--- src/rtl/fft_frame_sequencer_pkg.sv ---
// Shared types and default sizing for the FFT frame sequencer.
package fft_seq_pkg;

    typedef enum logic [1:0] {
        IDLE  = 2'd0,
        FILL  = 2'd1,
        DRAIN = 2'd2
    } seq_state_e;

    localparam int DEF_W_IN       = 16;
    localparam int DEF_W_OUT      = 32;
    localparam int DEF_GUARD      = 8;
    localparam int DEF_N_FFT      = 1024;
    localparam int DEF_DECIM_LOG2 = 6;
    localparam int DEF_CNT_W      = 16;

endpackage

--- src/rtl/fft_frame_sequencer_if.sv ---
// FFT input stream: valid/ready handshake with frame-last marker.
interface fft_frame_sequencer_if
    import fft_seq_pkg::*;
#(
    parameter int W_OUT = DEF_W_OUT
);

    logic             out_valid;
    logic [W_OUT-1:0] out_data;
    logic             out_last;
    logic             out_ready;

    modport master (output out_valid, output out_data, output out_last, input out_ready);
    modport slave  (input out_valid, input out_data, input out_last, output out_ready);

endinterface

--- src/rtl/fft_frame_sequencer_sample_decimator.sv ---
// Keeps one codec sample in 2^DECIM_LOG2 and widens it to FFT word format:
// sign-extended by GUARD bits, sample in the middle, zero-filled LSBs.
module sample_decimator
    import fft_seq_pkg::*;
#(
    parameter int W_IN       = DEF_W_IN,
    parameter int W_OUT      = DEF_W_OUT,
    parameter int GUARD      = DEF_GUARD,
    parameter int DECIM_LOG2 = DEF_DECIM_LOG2
) (
    input  logic                    clk,
    input  logic                    reset,
    input  logic                    clear,
    input  logic                    in_valid,
    input  logic signed [W_IN-1:0]  in_data,
    output logic                    emit,
    output logic signed [W_OUT-1:0] sample_wide
);

    // A 1-bit counter pinned at zero covers DECIM_LOG2=0 (every sample emits).
    localparam int DEC_W = (DECIM_LOG2 == 0) ? 1 : DECIM_LOG2;
    localparam int ZPAD  = W_OUT - W_IN - GUARD;
    localparam logic [DEC_W-1:0] DEC_MAX = DEC_W'((1 << DECIM_LOG2) - 1);

    logic [DEC_W-1:0] dec;

    function automatic logic signed [W_OUT-1:0] widen(input logic signed [W_IN-1:0] s);
        logic signed [W_OUT-1:0] ext;
        ext = W_OUT'(s);
        return ext <<< ZPAD;
    endfunction

    // Decimation phase counter; held at zero while cleared.
    always_ff @(posedge clk or posedge reset) begin
        if (reset) begin
            dec <= '0;
        end else if (clear) begin
            dec <= '0;
        end else if (in_valid) begin
            dec <= (dec == DEC_MAX) ? '0 : dec + 1'b1;
        end
    end

    assign emit        = in_valid && !clear && (dec == DEC_MAX);
    assign sample_wide = widen(in_data);

endmodule

--- src/rtl/fft_frame_sequencer.sv ---
// Frames decimated codec samples into N_FFT-word bursts for the FFT, then
// waits for N_FFT result beats before opening the next frame.
module fft_frame_sequencer
    import fft_seq_pkg::*;
#(
    parameter int W_IN       = DEF_W_IN,
    parameter int W_OUT      = DEF_W_OUT,
    parameter int GUARD      = DEF_GUARD,
    parameter int N_FFT      = DEF_N_FFT,
    parameter int DECIM_LOG2 = DEF_DECIM_LOG2,
    parameter int CNT_W      = DEF_CNT_W
) (
    input  logic                   clk,
    input  logic                   reset,
    input  logic                   enable,
    input  logic                   in_valid,
    input  logic signed [W_IN-1:0] in_data,
    fft_frame_sequencer_if.master  fft,
    input  logic                   res_beat,
    output logic                   busy,
    output logic                   frame_done,
    output logic [CNT_W-1:0]       frame_cnt,
    output logic [CNT_W-1:0]       drop_cnt
);

    localparam int IC_W = $clog2(N_FFT) + 1;
    localparam logic [IC_W-1:0] N_FULL = IC_W'(N_FFT);
    localparam logic [IC_W-1:0] N_LAST = IC_W'(N_FFT - 1);

    seq_state_e state_q, state_d;

    logic [IC_W-1:0]         issue_cnt;
    logic [IC_W-1:0]         res_cnt;
    logic                    out_valid_q;
    logic                    out_last_q;
    logic signed [W_OUT-1:0] out_data_q;

    logic                    emit;
    logic signed [W_OUT-1:0] sample_wide;

    logic can_issue, load, drop, out_hs, last_hs, res_done, fill_start, res_clear;

    sample_decimator #(
        .W_IN       (W_IN),
        .W_OUT      (W_OUT),
        .GUARD      (GUARD),
        .DECIM_LOG2 (DECIM_LOG2)
    ) u_decim (
        .clk         (clk),
        .reset       (reset),
        .clear       (state_q == IDLE),
        .in_valid    (in_valid),
        .in_data     (in_data),
        .emit        (emit),
        .sample_wide (sample_wide)
    );

    // Frame state register.
    always_ff @(posedge clk or posedge reset) begin
        if (reset) state_q <= IDLE;
        else       state_q <= state_d;
    end

    // Next state: enable is only consulted at frame boundaries.
    always_comb begin
        state_d = state_q;
        case (state_q)
            IDLE:    if (enable)   state_d = FILL;
            FILL:    if (last_hs)  state_d = DRAIN;
            DRAIN:   if (res_done) state_d = enable ? FILL : IDLE;
            default:               state_d = IDLE;
        endcase
    end

    // Control decode; a load alongside a handshake replaces the outgoing word.
    always_comb begin
        can_issue  = (state_q == FILL) && emit && (issue_cnt < N_FULL);
        out_hs     = out_valid_q && fft.out_ready;
        load       = can_issue && (!out_valid_q || fft.out_ready);
        drop       = can_issue && out_valid_q && !fft.out_ready;
        last_hs    = (state_q == FILL) && out_hs && out_last_q;
        res_done   = (state_q == DRAIN) && res_beat && (res_cnt == N_LAST);
        fill_start = ((state_q == IDLE) && enable) || (res_done && enable);
        res_clear  = ((state_q == IDLE) && enable) || res_done;
    end

    // Output word register toward the FFT.
    always_ff @(posedge clk or posedge reset) begin
        if (reset) begin
            out_valid_q <= 1'b0;
            out_last_q  <= 1'b0;
            out_data_q  <= '0;
        end else if (load) begin
            out_valid_q <= 1'b1;
            out_last_q  <= (issue_cnt == N_LAST);
            out_data_q  <= sample_wide;
        end else if (out_hs) begin
            out_valid_q <= 1'b0;
            out_last_q  <= 1'b0;
        end
    end

    // Issued-word and result-beat counters for the current frame.
    always_ff @(posedge clk or posedge reset) begin
        if (reset) begin
            issue_cnt <= '0;
            res_cnt   <= '0;
        end else begin
            if (fill_start)  issue_cnt <= '0;
            else if (load)   issue_cnt <= issue_cnt + 1'b1;
            if (res_clear)   res_cnt <= '0;
            else if ((state_q == DRAIN) && res_beat) res_cnt <= res_cnt + 1'b1;
        end
    end

    // Debug statistics and registered status.
    always_ff @(posedge clk or posedge reset) begin
        if (reset) begin
            busy       <= 1'b0;
            frame_done <= 1'b0;
            frame_cnt  <= '0;
            drop_cnt   <= '0;
        end else begin
            busy       <= (state_d != IDLE);
            frame_done <= res_done;
            if (res_done) frame_cnt <= frame_cnt + 1'b1;
            if (drop && (drop_cnt != '1)) drop_cnt <= drop_cnt + 1'b1;
        end
    end

    assign fft.out_valid = out_valid_q;
    assign fft.out_last  = out_last_q;
    assign fft.out_data  = out_data_q;

endmodule

--- src/flat_wrapper.sv ---
// flat-port wrapper written by rule: the top's interface ports become plain ports
module fft_frame_sequencer_flat import fft_seq_pkg::*;
#(
    parameter int W_IN       = DEF_W_IN,
    parameter int W_OUT      = DEF_W_OUT,
    parameter int GUARD      = DEF_GUARD,
    parameter int N_FFT      = DEF_N_FFT,
    parameter int DECIM_LOG2 = DEF_DECIM_LOG2,
    parameter int CNT_W      = DEF_CNT_W
)
  (clk, reset, enable, in_valid, in_data, res_beat, busy, frame_done, frame_cnt, drop_cnt, fft_out_valid, fft_out_data, fft_out_last, fft_out_ready);
  fft_frame_sequencer_if #(.W_OUT(W_OUT)) fft_i ();
  input  logic clk;
  input  logic reset;
  input  logic enable;
  input  logic in_valid;
  input  logic signed [W_IN-1:0] in_data;
  input  logic res_beat;
  output logic busy;
  output logic frame_done;
  output logic [CNT_W-1:0] frame_cnt;
  output logic [CNT_W-1:0] drop_cnt;
  output wire logic [$bits(fft_i.out_valid)-1:0] fft_out_valid;
  output wire logic [$bits(fft_i.out_data)-1:0] fft_out_data;
  output wire logic [$bits(fft_i.out_last)-1:0] fft_out_last;
  input wire logic [$bits(fft_i.out_ready)-1:0] fft_out_ready;
  assign fft_out_valid = fft_i.out_valid;
  assign fft_out_data = fft_i.out_data;
  assign fft_out_last = fft_i.out_last;
  assign fft_i.out_ready = fft_out_ready;
  fft_frame_sequencer #(.W_IN(W_IN), .W_OUT(W_OUT), .GUARD(GUARD), .N_FFT(N_FFT), .DECIM_LOG2(DECIM_LOG2), .CNT_W(CNT_W)) u_core (.clk(clk), .reset(reset), .enable(enable), .in_valid(in_valid), .in_data(in_data), .fft(fft_i), .res_beat(res_beat), .busy(busy), .frame_done(frame_done), .frame_cnt(frame_cnt), .drop_cnt(drop_cnt));
endmodule
--- config.mk ---
export PLATFORM = sky130hd
export DESIGN_NAME = fft_frame_sequencer_flat
export DESIGN_NICKNAME = d
export VERILOG_FILES = /design/src/rtl/fft_frame_sequencer_pkg.sv /design/src/rtl/fft_frame_sequencer_if.sv /design/src/rtl/fft_frame_sequencer_sample_decimator.sv /design/src/rtl/fft_frame_sequencer.sv /design/src/flat_wrapper.sv
export SDC_FILE = /design/constraint.sdc
export NUM_CORES = 1
export LEC_CHECK = 0
export ABC_AREA = 1
export CORE_MARGIN = 2
export CORE_UTILIZATION = 49
export CTS_CLUSTER_SIZE = 8
export DETAILED_ROUTE_END_ITERATION = 10
export PLACE_DENSITY_LB_ADDON = 0.15
export RECOVER_POWER = 25
export SYNTH_ARGS = -nofsm -noshare
export SYNTH_HDL_FRONTEND = slang
export SYNTH_HIERARCHICAL = 1
export SYNTH_SLANG_ARGS = --single-unit
--- constraint.sdc ---
create_clock -name clk -period 2.9 [get_ports clk]
set_input_delay 0.58 -clock clk [delete_from_list [all_inputs] [get_ports clk]]
set_output_delay 0.58 -clock clk [all_outputs]
set_load 0.02 [all_outputs]
==> qor.yml <==
status:
  run_status: "finished, final reports clean"
floorplan:
  fp.dieH_um: 107
  fp.dieArea_mm2: 0.0115
  coreArea_mm2: 0.0103
  io-pin-count: 90
  placementRows: 37
  start_util_pct: 50.4
  fp.dieW_um: 107
final_layout:
  area_delta_synth_final_pct: 20.4
  finalNonFillerCells: 890
  final_cell_mix: "276 x nand2_1, 98 x dfrtp_1, 88 x clkdlybuf4s50_1"
  n_antenna_cell: 0
  fin_nets: 776
  final_util_pct: 60.6
  layout_commonest_cell: "nand2_1"
  drive_gt1_share_pct: 5.70
clock_network:
  cts_setup_buffers: 0
  cts.sinks: 98
  clockRootBuffer: "clkbuf_8"
  cts_tree: "yes"
  cts.path.max_buffers: 2
  htreeDepth: 3
  clk_pin_slew_ns: 0.09
  cts_hold_buf: 0
  clk_latency_ns: 0.35
  cts_buffers: 9
  post_cts_resized: 0
worst_setup_path:
  path_buf_inv: 4
  cp_top_family: "simple AND/OR/NAND/NOR gates"
  cp_num_cells: 13
  critical-path-max-stage-delay_ns: 0.48
  startpoint: "u_core/state_q[1]$_DFF_PP0_"
  endpoint: "u_core/drop_cnt[2]$_DFFE_PP0P_"
  rr_worst_depth: 13
  endpoint_kind: "flip-flop"
  crit_chain: "nor2_1 -> clkbuf_1 -> inv_1 -> nand2_1 -> nor3_1 -> inv_1 -> nor2_1 -> nand2_1 -> nor2_1 -> nand2_2 -> inv_2 -> nand3_1 -> nand2_1"
  arrival_ns: 2.59
  worstSetupPathType: "flip-flop to flip-flop"
  reg2reg_to: "u_core/drop_cnt[2]$_DFFE_PP0P_"
  crit_fanout: 18
  cp-start-kind: "flip-flop"
  r2r_setup_slack_ns: 0.61
  required_ns: 3.20
  cp_slowest_cell: "dfrtp_1"
  worstReg2RegStart: "u_core/state_q[1]$_DFF_PP0_"
routing:
  route.detailed.wl_per_inst_um: 11.7
  wirelength_um: 10400
  dr_total_vias: 4313
  drtIter0Drc: 186
  route.detailed.drc: 0
  firstDrtPassIters: 4
  postRouteAntennaNets: 0
  via_per_inst: 4.85
power_and_ir_drop:
  p_comb_share_pct: 7.6
  clkPwrFrac_pct: 34.7
  p_int_w: 0.00191
  seq_power_share_pct: 57.6
  peakVddDrop_v: 0.000229
  switchingPower_w: 0.000612
  leakage_nw: 3.13
  cellPowerDensity_mw_per_mm2: 403
  switching_share_pct: 24.3
place:
  place_inst: 874
  dpl.hpwl_um: 7480
  dpl_worst_slack_ns: 0.308
  place_congestion: 0.870
  io_buffers: 89
timing:
  fin_ws_ns: 0.610
  timing.hold.ws_ns: 0.491
  rsz0062_at_grt: "false"
  fin_worst_skew_ns: 0.00819
  max_freq_mhz: 437
  setup_viol: 0
  relSlewSlack_pct: 13.5
  worstMarginPinSlew_ns: 1.29
  min_period_over_period_pct: 79.0
  finalHoldViolCount: 0
  final.setup.tns_ns: 0
  drv_slew: 0
  min_period_ns: 2.29
logic_synthesis:
  synth_warnings: 6
  syn_avg_cell_area_um2: 7.68
  synthCells: 677
  syn-cell-area_mm2: 0.00520
  ys_seq_area_share_pct: 47.2
  synth_seq_cells: 98
  synthDistinctLibCells: 33
global_route:
  grt.overflow.total: 0
  grt_pass1_wl_um: 18200
  grt_pass1_vias: 4182
  grt_max_degree: 41
  antenna_found_initial: 0
  track_usage_pct: 19.7
min_path:
  min-delay-start: "u_core/fft.out_data[15]$_DFFE_PP0P_"
  hp-class: "flip-flop to flip-flop"
job:
  drv_cap: 0
==> Yosys cell counts <==
master / count / area [µm²]
nor2_2: 3 / 18.8
o21ai_1: 5 / 25.0
xnor2_1: 14 / 123
a31oi_1: 1 / 6.26
nor2_1: 76 / 285
ha_1: 5 / 62.6
xor2_1: 20 / 175
nor3_1: 8 / 40.0
a21oi_1: 3 / 15.0
clkbuf_1: 3 / 11.3
dfrtp_1: 98 / 2450
nor2_4: 3 / 33.8
nand3b_1: 3 / 22.5
inv_4: 1 / 6.26
o21ai_0: 8 / 40.0
conb_1: 1 / 3.75
nand3_4: 1 / 17.5
nand3_2: 5 / 50.1
o31ai_1: 1 / 7.51
o21bai_2: 1 / 11.3
inv_1: 51 / 191
buf_6: 1 / 11.3
buf_4: 32 / 240
buf_2: 5 / 25.0
nand2_2: 6 / 37.5
nor3_4: 1 / 16.3
nor3b_1: 1 / 7.51
nand2_1: 275 / 1030
nand4_1: 9 / 56.3
nand3_1: 29 / 145
clkinv_1: 2 / 7.51
o211ai_1: 1 / 7.51
inv_2: 4 / 15.0
==> routing by layer <==
layer	track usage [%]	share of wire (%)	vias up
li1	-	-	2181
met2	33.5	48	100
met1	24.1	45	2017
met3	3.95	5.3	15
met5	0	0	-
met4	8.81	1.3	0
==> registers in the layout, indices dropped and copies added (netlist names) <==
register and cells:
u_core/drop_cnt 16, u_core/frame_cnt 16, u_core/fft.out_last 1, u_core/u_decim/dec 6, u_core/frame_done 1, u_core/state_q 2
u_core/fft.out_valid 1, u_core/fft.out_data 32, u_core/busy 1, u_core/issue_cnt 11, u_core/res_cnt 11
==> kinds of logic after synthesis <==
group	share of synthesized area (%)
AOI/OAI and AO/OA	2.17
adders and majority gates	1.20
other	0.0721
xor gates and xnor gates	5.73
and+or+nand+nor	33.9
buffers and inverters	9.77
DFF	47.2
==> per-stage QoR <==
stage,total power [W],instance area [µm²]
after detailed placement,0.00168,6070
final,0.00252,6260
after floorplan,0.00163,5230
after CTS,0.00257,6270
after global routing,0.00267,6260
after global placement,0.00167,6070
==> power groups by stage <==
| stage | combinational [W] | sequential (W) | clock (W) |
|---|---|---|---|
| floorplan | 0.000158 | 0.00147 | 0 |
| global placement | 0.000193 | 0.00148 | 0 |
| detailed placement | 0.000201 | 0.00148 | 0 |
| CTS | 0.000202 | 0.00145 | 0.000914 |
| global route | 0.000225 | 0.00146 | 0.000981 |
| finish | 0.000192 | 0.00145 | 0.000877 |
==> tightest hold or removal path, cell delays in order, from the launching register on <==
cell,delay [ns]
dfrtp_1,0.35
nand2_1,0.05
nand2_1,0.06
==> cell type report <==
| type | instances | area [µm²] |
|---|---|---|
| clock inverters | 4 | 51.3 |
| flip-flops and latches | 98 | 2450 |
| fillers | 957 | 4070 |
| well taps | 136 | 170 |
| clock buffers | 12 | 145 |
| repair buffers | 95 | 957 |
| multi-input cells | 487 | 2260 |
| inverters | 58 | 221 |
==> worst min path at each step <==
stage / endpoint / slack (ns) / cells past startpoint
after floorplan: u_core/u_decim/dec[0]$_DFFE_PP0P_ / 0.37 / 1
after global placement: u_core/fft.out_data[4]$_DFFE_PP0P_ / 0.46 / 2
after detailed placement: u_core/fft.out_data[29]$_DFFE_PP0P_ / 0.46 / 2
after CTS: u_core/fft.out_data[13]$_DFFE_PP0P_ / 0.49 / 2
after global routing: u_core/fft.out_data[29]$_DFFE_PP0P_ / 0.52 / 2
final: u_core/fft.out_data[15]$_DFFE_PP0P_ / 0.49 / 2
(Power assumes the default switching activity.)
